## config.mk

```make
export PLATFORM = sky130hd
export DESIGN_NAME = synchronization
export DESIGN_NICKNAME = d
export VERILOG_FILES = /design/src/rtl/synchronization_pkg.sv /design/src/rtl/synchronization_cg_checker.sv /design/src/rtl/synchronization.sv
export SDC_FILE = /design/constraint.sdc
export NUM_CORES = 1
export LEC_CHECK = 0
export CORE_UTILIZATION = 30
export DETAILED_ROUTE_END_ITERATION = 8
export HOLD_SLACK_MARGIN = 0.02
export PLACE_DENSITY_LB_ADDON = 0.08
export SLEW_MARGIN = 20
export SYNTH_ARGS = -nofsm -noshare
export SYNTH_HDL_FRONTEND = slang
export SYNTH_SLANG_ARGS = --single-unit
```

## constraint.sdc

```tcl
create_clock -name Clk -period 2.15 [get_ports Clk]
set_clock_uncertainty 0.1 [all_clocks]
set_input_delay 0.3225 -clock Clk [delete_from_list [all_inputs] [get_ports Clk]]
set_output_delay 0.3225 -clock Clk [all_outputs]
set_load 0.02 [all_outputs]
```

## src/rtl/synchronization_pkg.sv

```systemverilog
// Shared definitions for the 1000BASE-X PCS code-group synchronization block:
// FSM states, K28.5 comma patterns and the legal 8b/10b sub-block tables.
package synchronization_pkg;

   typedef enum logic [3:0] {
      LOSS_OF_SYNC,
      COMMA_DETECT_1,
      COMMA_DETECT_2,
      COMMA_DETECT_3,
      ACQUIRE_SYNC_1,
      ACQUIRE_SYNC_2,
      SYNC_ACQUIRED_1,
      SYNC_ACQUIRED_2,
      SYNC_ACQUIRED_2A,
      SYNC_ACQUIRED_3,
      SYNC_ACQUIRED_3A,
      SYNC_ACQUIRED_4,
      SYNC_ACQUIRED_4A
   } sync_state_t;

   localparam logic [9:0] K28_5_NEG = 10'b0011111010;
   localparam logic [9:0] K28_5_POS = 10'b1100000101;

   // abcdei sub-blocks of D.0-D.31 and K.28, both disparity columns
   function automatic logic legal_6b(input logic [5:0] c);
      case (c)
         6'b100111, 6'b011000, 6'b011101, 6'b100010, 6'b101101, 6'b010010,
         6'b110001, 6'b110101, 6'b001010, 6'b101001, 6'b011001, 6'b111000,
         6'b000111, 6'b111001, 6'b000110, 6'b100101, 6'b010101, 6'b110100,
         6'b001101, 6'b101100, 6'b011100, 6'b010111, 6'b101000, 6'b011011,
         6'b100100, 6'b100011, 6'b010011, 6'b110010, 6'b001011, 6'b101010,
         6'b011010, 6'b111010, 6'b000101, 6'b110011, 6'b001100, 6'b100110,
         6'b010110, 6'b110110, 6'b001001, 6'b001110, 6'b101110, 6'b010001,
         6'b011110, 6'b100001, 6'b101011, 6'b010100, 6'b001111, 6'b110000:
            legal_6b = 1'b1;
         default:
            legal_6b = 1'b0;
      endcase
   endfunction

   // fghj sub-blocks of D.x.0-D.x.7 (including the alternate x.A7) and K28.5
   function automatic logic legal_4b(input logic [3:0] c);
      case (c)
         4'b1011, 4'b0100, 4'b1001, 4'b0101, 4'b1100, 4'b0011, 4'b1101,
         4'b0010, 4'b1010, 4'b0110, 4'b1110, 4'b0001, 4'b0111, 4'b1000:
            legal_4b = 1'b1;
         default:
            legal_4b = 1'b0;
      endcase
   endfunction

endpackage

```

## src/rtl/synchronization_cg_checker.sv

```systemverilog
// Combinational classification of one received code group: comma, valid
// (legal sub-blocks, no running-disparity check) and data (valid non-comma).
module cg_checker
   import synchronization_pkg::*;
(
   input  logic [9:0] cg,
   output logic       comma,
   output logic       valid,
   output logic       is_data
);

   assign comma   = (cg == K28_5_NEG) || (cg == K28_5_POS);
   assign valid   = legal_6b(cg[9:4]) && legal_4b(cg[3:0]);
   assign is_data = valid && !comma;

endmodule

```

## src/rtl/synchronization.sv

```systemverilog
// PCS code-group synchronization FSM: aligns to K28.5 commas, tracks the
// even/odd code-group position and reports code_sync_status.
module synchronization
   import synchronization_pkg::*;
(
   input  logic        Clk,
   input  logic        mr_main_reset,
   input  logic        power_on,
   input  logic [9:0]  PUDI,
   output logic        code_sync_status,
   output logic [10:0] SUDI
);

   sync_state_t state, state_next;
   logic        rx_even, rx_even_next;
   logic        status_next;
   logic [1:0]  good_cgs, good_cgs_next;
   logic        comma, valid, is_data;
   logic        cgbad, cggood;

   function automatic logic is_a_state(input sync_state_t s);
      return (s == SYNC_ACQUIRED_2A) || (s == SYNC_ACQUIRED_3A) ||
             (s == SYNC_ACQUIRED_4A);
   endfunction

   cg_checker u_cg_checker (
      .cg      (PUDI),
      .comma   (comma),
      .valid   (valid),
      .is_data (is_data)
   );

   always_comb begin
      cgbad  = !valid || (comma && rx_even);
      cggood = !cgbad;

      state_next = state;
      case (state)
         LOSS_OF_SYNC:     if (comma) state_next = COMMA_DETECT_1;
         COMMA_DETECT_1:   state_next = is_data ? ACQUIRE_SYNC_1  : LOSS_OF_SYNC;
         COMMA_DETECT_2:   state_next = is_data ? ACQUIRE_SYNC_2  : LOSS_OF_SYNC;
         COMMA_DETECT_3:   state_next = is_data ? SYNC_ACQUIRED_1 : LOSS_OF_SYNC;
         ACQUIRE_SYNC_1: begin
            if (comma && !rx_even) state_next = COMMA_DETECT_2;
            else if (cgbad)        state_next = LOSS_OF_SYNC;
         end
         ACQUIRE_SYNC_2: begin
            if (comma && !rx_even) state_next = COMMA_DETECT_3;
            else if (cgbad)        state_next = LOSS_OF_SYNC;
         end
         SYNC_ACQUIRED_1:  if (cgbad) state_next = SYNC_ACQUIRED_2;
         SYNC_ACQUIRED_2:  state_next = cggood ? SYNC_ACQUIRED_2A : SYNC_ACQUIRED_3;
         SYNC_ACQUIRED_3:  state_next = cggood ? SYNC_ACQUIRED_3A : SYNC_ACQUIRED_4;
         SYNC_ACQUIRED_4:  state_next = cggood ? SYNC_ACQUIRED_4A : LOSS_OF_SYNC;
         // good_cgs==2 here means this good group is the third in a row
         SYNC_ACQUIRED_2A: begin
            if (cgbad)                  state_next = SYNC_ACQUIRED_3;
            else if (good_cgs == 2'd2)  state_next = SYNC_ACQUIRED_1;
         end
         SYNC_ACQUIRED_3A: begin
            if (cgbad)                  state_next = SYNC_ACQUIRED_4;
            else if (good_cgs == 2'd2)  state_next = SYNC_ACQUIRED_2;
         end
         SYNC_ACQUIRED_4A: begin
            if (cgbad)                  state_next = LOSS_OF_SYNC;
            else if (good_cgs == 2'd2)  state_next = SYNC_ACQUIRED_3;
         end
         default:          state_next = LOSS_OF_SYNC;
      endcase
      if (power_on) state_next = LOSS_OF_SYNC;

      // registered outputs reflect the state being entered on this edge
      rx_even_next  = !rx_even;
      status_next   = 1'b0;
      good_cgs_next = 2'd0;
      case (state_next)
         COMMA_DETECT_1, COMMA_DETECT_2, COMMA_DETECT_3:
            rx_even_next = 1'b1;
         SYNC_ACQUIRED_1, SYNC_ACQUIRED_2, SYNC_ACQUIRED_3, SYNC_ACQUIRED_4:
            status_next = 1'b1;
         SYNC_ACQUIRED_2A, SYNC_ACQUIRED_3A, SYNC_ACQUIRED_4A: begin
            status_next   = 1'b1;
            good_cgs_next = is_a_state(state) ? good_cgs + 2'd1 : 2'd1;
         end
         default: ;
      endcase
      if (power_on) rx_even_next = 1'b0;
   end

   always_ff @(posedge Clk or posedge mr_main_reset) begin
      if (mr_main_reset) begin
         state            <= LOSS_OF_SYNC;
         rx_even          <= 1'b0;
         good_cgs         <= 2'd0;
         code_sync_status <= 1'b0;
         SUDI             <= 11'd0;
      end else begin
         state            <= state_next;
         rx_even          <= rx_even_next;
         good_cgs         <= good_cgs_next;
         code_sync_status <= status_next;
         SUDI             <= {rx_even_next, PUDI};
      end
   end

endmodule

```

* Yosys cells after proc, flatten, opt, wreduce, memory -nomap -nowiden
Memory sizes are Yosys's and may differ from the RTL's.
Index checks and enable logic that the tools add are counted.
** Word-level totals
- Logic and storage cells :: 72
- Memories :: 2
- Bits in writable memories :: 0
- Output and inout port bits :: 12
- Bits in latches :: 0
- ROM bits :: 80
- Register bits after elaboration :: 19
- Input bits :: 13
** Memories
- (no name shown) :: depth 64, width 1, read ports 1, clocked after memory_dff 0, write ports 0, RTL line synchronization_pkg.sv:26 : case (c)
- (no name shown) :: depth 16, width 1, read ports 1, clocked after memory_dff 0, write ports 0, RTL line synchronization_pkg.sv:43 : case (c)
** Operators by class
- Shifts and indexed selects :: 0
- Equality and inequality tests :: 25
- Mux-type cells :: 24
- Reduce and logical (&&, ||, !) cells :: 15
- $add $sub $neg :: 1
- Multiply operators :: 0
- Div/mod/pow operators :: 0
- Bitwise gates (word level) :: 0
- $lt $le $gt $ge :: 0
** Operator list (number)
- $mux 4 :: 13
- $pmux 4 s13 :: 1
- $eq 4x4->1 const B :: 10
- $eq 4x3->1 const B :: 6
- $eq 4x2->1 const B :: 4
- $eq 10x10->1 const B :: 1
- $eq 10x8->1 const B :: 1
- $mux 3 :: 3
- $eq 4x1->1 const B :: 2
- $reduce_or 7->1 :: 1
- $reduce_or 3->1 :: 2
- $mux 1 :: 5
- $logic_and 1x1->1 :: 4
- $logic_not 4->1 :: 1
- $logic_or 1x1->1 :: 4
- $mux 2 :: 2
- $logic_not 1->1 :: 3
- $add 2x1->2 const B :: 1
- $eq 2x2->1 const B :: 1

* Depth between registers and ports, before layout
- Depth after elaboration :: 12
- Gate-level depth with buffers :: 9
- Gate-level depth less buffers :: 9

* By module
Synthesis repeated with hierarchy kept, for this count alone.
** Second synthesis, totals
- Cell total of the unflattened synthesis :: 114
- Area, all modules :: 1107.3 µm²
** By module, submodules not included
- synchronization :: instances 1, area each 953.4 µm², cells an instance 91
- cg_checker :: instances 1, area each 153.9 µm², cells an instance 23

* Least setup slack after synthesis
OpenSTA, ideal clock, no wires.
- Kind :: in2reg
- Start :: in PUDI[9]
- End :: reg SUDI[10]
- Stages on the path :: 7
- Arrival :: 2.106 ns
- Path slack :: -0.138 ns
- Path buffers :: 0
- Library setup time :: 0.082 ns
- Path through :: maj3_2 > a311o_1 > a211oi_4 > a311oi_1 > o21bai_4 > or3_1 > o22ai_1
** Between the ends
- Longest elaborated chain between the ends :: 12
- Elaborated cells on any way between the ends :: 33
- Classes of those cells :: 5 x eq/ne; 18 x mux; 9 x reduce/logical; 1 x memory
** RTL lines
- start: declaration :: RTL line synchronization.sv:9 : input logic [9:0] PUDI,
- $mem_v2 64x1, or another cell as far along
- $logic_and 1x1->1 or $logic_or 1x1->1 (tied branches) :: RTL line synchronization_cg_checker.sv:13, synchronization_cg_checker.sv:12
- $logic_not 1->1 or $logic_and 1x1->1 (tied branches) :: RTL line synchronization.sv:34 : cgbad = !valid || (comma && rx_even);
- $logic_or 1x1->1 :: RTL line synchronization.sv:34
- $mux 4 :: RTL line synchronization.sv:45, synchronization.sv:49
- $mux 4, on equally long branches :: RTL line synchronization.sv:48, synchronization.sv:44
- $pmux 4 s13 * :: RTL line synchronization.sv:38 : case (state)
- $mux 4 * :: RTL line synchronization.sv:70 : if (power_on) state_next = LOSS_OF_SYNC;
- named net state_next[3] :: RTL line synchronization.sv:14 : sync_state_t state, state_next;
- $eq 4x1->1 or $eq 4x2->1 (tied branches) :: RTL line synchronization.sv:76 : case (state_next)
- $reduce_or 3->1 * :: RTL line synchronization.sv:76
- $mux 1 * :: RTL line synchronization.sv:76
- $mux 1 * :: RTL line synchronization.sv:87 : if (power_on) rx_even_next = 1'b0;
- named net rx_even_next :: RTL line synchronization.sv:15 : logic rx_even, rx_even_next;
- end signal: assignment :: RTL line synchronization.sv:102 : SUDI <= {rx_even_next, PUDI};
- end: declaration :: RTL line synchronization.sv:11 : output logic [10:0] SUDI
Mark *: on every way through the listed nets, which the timed path passes. The rest lies on a longest branch.

* Final worst setup path
- Start :: in PUDI[8]
- End :: reg SUDI[10]
** Between the ends
- Longest elaborated chain between the ends :: 12
- Elaborated cells on any way between the ends :: 33
- Classes of those cells :: 5 x eq/ne; 18 x mux; 9 x reduce/logical; 1 x memory
** RTL lines (RTL line)
- $mem_v2 64x1, or another cell as far along
- $logic_and 1x1->1 or $logic_or 1x1->1 (tied branches) :: synchronization_cg_checker.sv:13, synchronization_cg_checker.sv:12
- $logic_not 1->1 or $logic_and 1x1->1 (tied branches) :: synchronization.sv:34
- $logic_or 1x1->1 :: synchronization.sv:34
- $mux 4 :: synchronization.sv:45, synchronization.sv:49
- $mux 4, on equally long branches :: synchronization.sv:48, synchronization.sv:44
- $pmux 4 s13 * :: synchronization.sv:38
- $mux 4 * :: synchronization.sv:70
- $eq 4x1->1 or $eq 4x2->1 (tied branches) :: synchronization.sv:76
- $reduce_or 3->1 * :: synchronization.sv:76
- $mux 1 * :: synchronization.sv:76
- $mux 1 * :: synchronization.sv:87
- named net rx_even_next :: synchronization.sv:15
Marks and branches as above.

==> out/qor.txt <==
====================================================================================================
Filler Cell Count                                                                                327
Number of sinks on the clock net                                                                  18
Slew margin rel.                                                                               58.3%
Power per Cell Area                                                                      411 mW/mm^2
Sum of overflow across all layers after global routing                                             0
Final weighted congestion in routability-driven placement                                      0.872
Rows                                                                                              21
Share of layout cells above drive strength 1                                                   37.6%
Sequential share of the synthesized area                                                       41.5%
Critical path fanouts, max                                                                         7
Die area                                                                                0.00386 mm^2
Largest voltage drop on the vdd net                                                         0.219 mV
Effective utilization at floorplan                                                             32.0%
Hold bufs inserted after CTS                                                                       0
Top achievable clock speed                                                                   444 MHz
Leakage power summed over all cells                                                         0.719 nW
WL per Instance                                                                              13.3 um
Number of design-rule violations left by the first detailed-router iteration                      54
Antenna violations before repair                                                                   0
Setup Crit Path Kind                                                                       in -> reg
Type of destination of the critical path                                                    register
Final hold violations                                                                              0
Wire length of the first global-routing pass                                                 4750 um
Overall die width                                                                            62.2 um
Number of enable-type register cells in the synthesized netlist                                    0
Largest net degree at the start of global routing                                                 19
Vias per cell                                                                                   5.10
Syn-to-layout area delta                                                                       59.2%
Syn Nets                                                                                         129
Arr. time, crit path                                                                         2320 ps
Vias in the first global route                                                                  1022
Total negative setup slack                                                                   -167 ps
Mean instance size in the synthesized netlist                                              9.44 um^2
Post-route clock period utilization                                                             105%
Total number of yosys warnings                                                                     0
Startpoint class of the critical path                                                     input port
Synthesized cell area                                                                   0.00109 mm^2
Length of the first detailed-routing pass in iterations                                            4
Status                                                                                  finished with violations
Final number of max-transition violations                                                          0
Deepest clock path buffer count                                                                    2
Clock tree from TritonCTS                                                                       done
GRT Total Usage                                                                                15.3%
Post-Syn Instances                                                                               115
Count of final setup violators                                                                     3
Library cell used as clock root buffer                                                      clkbuf_4
Most common cell in the netlist                                                              dfrtp_1
CTS H-tree depth                                                                                   1
Share of flip-flops with an asynchronous set or reset after synthesis                           100%
Clock-pin slew reported for the worst setup and hold paths after clock tree synthesis         100 ps
Drc violations                                                                                     0
Worst slack, placed                                                                          -752 ps
Height of the chip                                                                           62.2 um
Number of storage elements in the synthesis netlist                                               18
Count of vias placed by the detailed router                                                     1101
Worst min path class                                                                       in -> reg
Detail Route Antenna Nets                                                                          0
Worst setup margin                                                                           -100 ps
HPWL after DPL                                                                               2250 um
Number of antenna repair diodes                                                                    0
Most used standard cells in the synthesized netlist                                     18 x dfrtp_1, 10 x nand2_1, 7 x nor2_1
Largest area contributor in the netlist                                                      dfrtp_1
Area share of the largest cell type after synthesis                                            41.5%
Routed wire length                                                                           2880 um
Violated checks                                                                         negative setup slack
Ranking of synthesized cells by area                                                    dfrtp_1 41%, nand2_1 3.5%, nor2b_1 2.9%
Number of max-cap violations                                                                       0
RSZ-0062 raised after global routing                                                            true
Number of CTS-inserted buffers                                                                     3
Core region area                                                                        0.00339 mm^2
Total of buffers placed on input and output ports                                                 24
Clk Latency, worst-skew pair                                                                  270 ps
Flip-flop cell with the highest count after synthesis                                        dfrtp_1
Time the worst path needs with I/O delays and setup                                          2250 ps
Transition time at the pin with the least slew margin                                         625 ps
Data required time at the worst endpoint                                                     2220 ps
Final nets                                                                                       185
Number of top-level pins                                                                          25
Netlist cell types                                                                                46
====================================================================================================
[critical path: stages]
cell      delay [ps]
buf_8            100
maj3_2           310
a311o_1          320
a211oi_4         400
a31oi_2          180
nor4_4           400
nor2b_4          220
o22ai_2           60
[timing repair]
action,in CTS,in global routing
pin swaps,13,8
endpoints found under the setup margin,8,6
gates resized for setup,33,18
setup buffers,7,0
[flip-flops by register name, indices dropped and copies added, names as in the netlist]
name / flops
SUDI: 11
state: 4
good_cgs: 2
code_sync_status: 1
[routing by layer]
| layer | track usage, % | vias to the layer above | part of all wire (%) |
|---|---|---|---|
| met4 | 4.36 | 0 | 0.94 |
| met3 | 1.84 | 2 | 2.3 |
| met2 | 24.6 | 23 | 46 |
| li1 | - | 551 | - |
| met1 | 21.7 | 525 | 51 |
| met5 | 0 | - | 0 |
[path summary, 6_finish.rpt]
kind / start / end / slack [ps] / cells after the start
max: PUDI[8] / SUDI[10] / -100 / 8
min: PUDI[8] / SUDI[8] / 140 / 2
max reg2reg: state[0] / SUDI[10] / 120 / 7
min reg2reg: good_cgs[1] / good_cgs[1] / 450 / 2
max in group asynchronous: mr_main_reset / state[2] / 1190 / 2
min in group asynchronous: mr_main_reset / SUDI[3] / 310 / 2
[layout make-up]
| cell class | count | area (um^2) | area share, % |
|---|---|---|---|
| flip-flops and latches | 18 | 452 | 26.1 |
| repair buffers | 56 | 490 | 28.4 |
| inverters | 6 | 22.5 | 1.30 |
| clock buffers | 4 | 36.3 | 2.10 |
| well taps | 46 | 57.6 | 3.33 |
| multi-input cells | 86 | 671 | 38.8 |
[placed cells by master, fill, tap and decap left out, types with 2 or more instances in the layout]
master / count
dfrtp_1: 17
nand4bb_1: 2
o22ai_1: 2
buf_8: 2
clkbuf_4: 3
a21oi_1: 5
nor4_1: 2
nor2_1: 7
nor2b_1: 4
clkdlybuf4s15_1: 3
o21ai_2: 2
buf_6: 3
inv_1: 6
nor3_1: 2
o21ai_1: 3
nand3_1: 2
a31oi_1: 2
nand2b_1: 4
dlygate4sd2_1: 3
nand4_1: 3
clkdlybuf4s50_1: 14
buf_4: 30
a311oi_1: 2
nand2_1: 10
a211o_1: 2
[logic make-up (layout without fill, tap and decap cells)]
family                     Yosys count  count (layout)  share of synthesized area, %
and+or+nand+nor                     49              49                          27.5
AOI/OAI and AO/OA                   35              35                          24.7
DFF                                 18              18                          41.5
buffers and inverters               11              66                          4.15
adders and majority gates            2               2                          2.19
[stage by stage]
stage          utilization, %  instance area (um^2)  power, W  cells  hold WS, ps
4_1_cts                  49.5                  1680  0.000709    216          129
2_1_floorplan               -                  1100  0.000415    115          161
6_report                 51.0                  1730  0.000710    216          135
5_1_grt                  51.0                  1730  0.000746    216          118
3_5_place_dp             46.1                  1560  0.000501    205          430
3_3_place_gp             46.1                  1560  0.000500    205          423
[power breakdown]
part / switching (W) / internal [W]
Sequential: 0.00000329 / 0.000349
Combinational: 0.0000747 / 0.0000858
Clock: 0.0000947 / 0.000103
(Power assumes the default switching activity.)
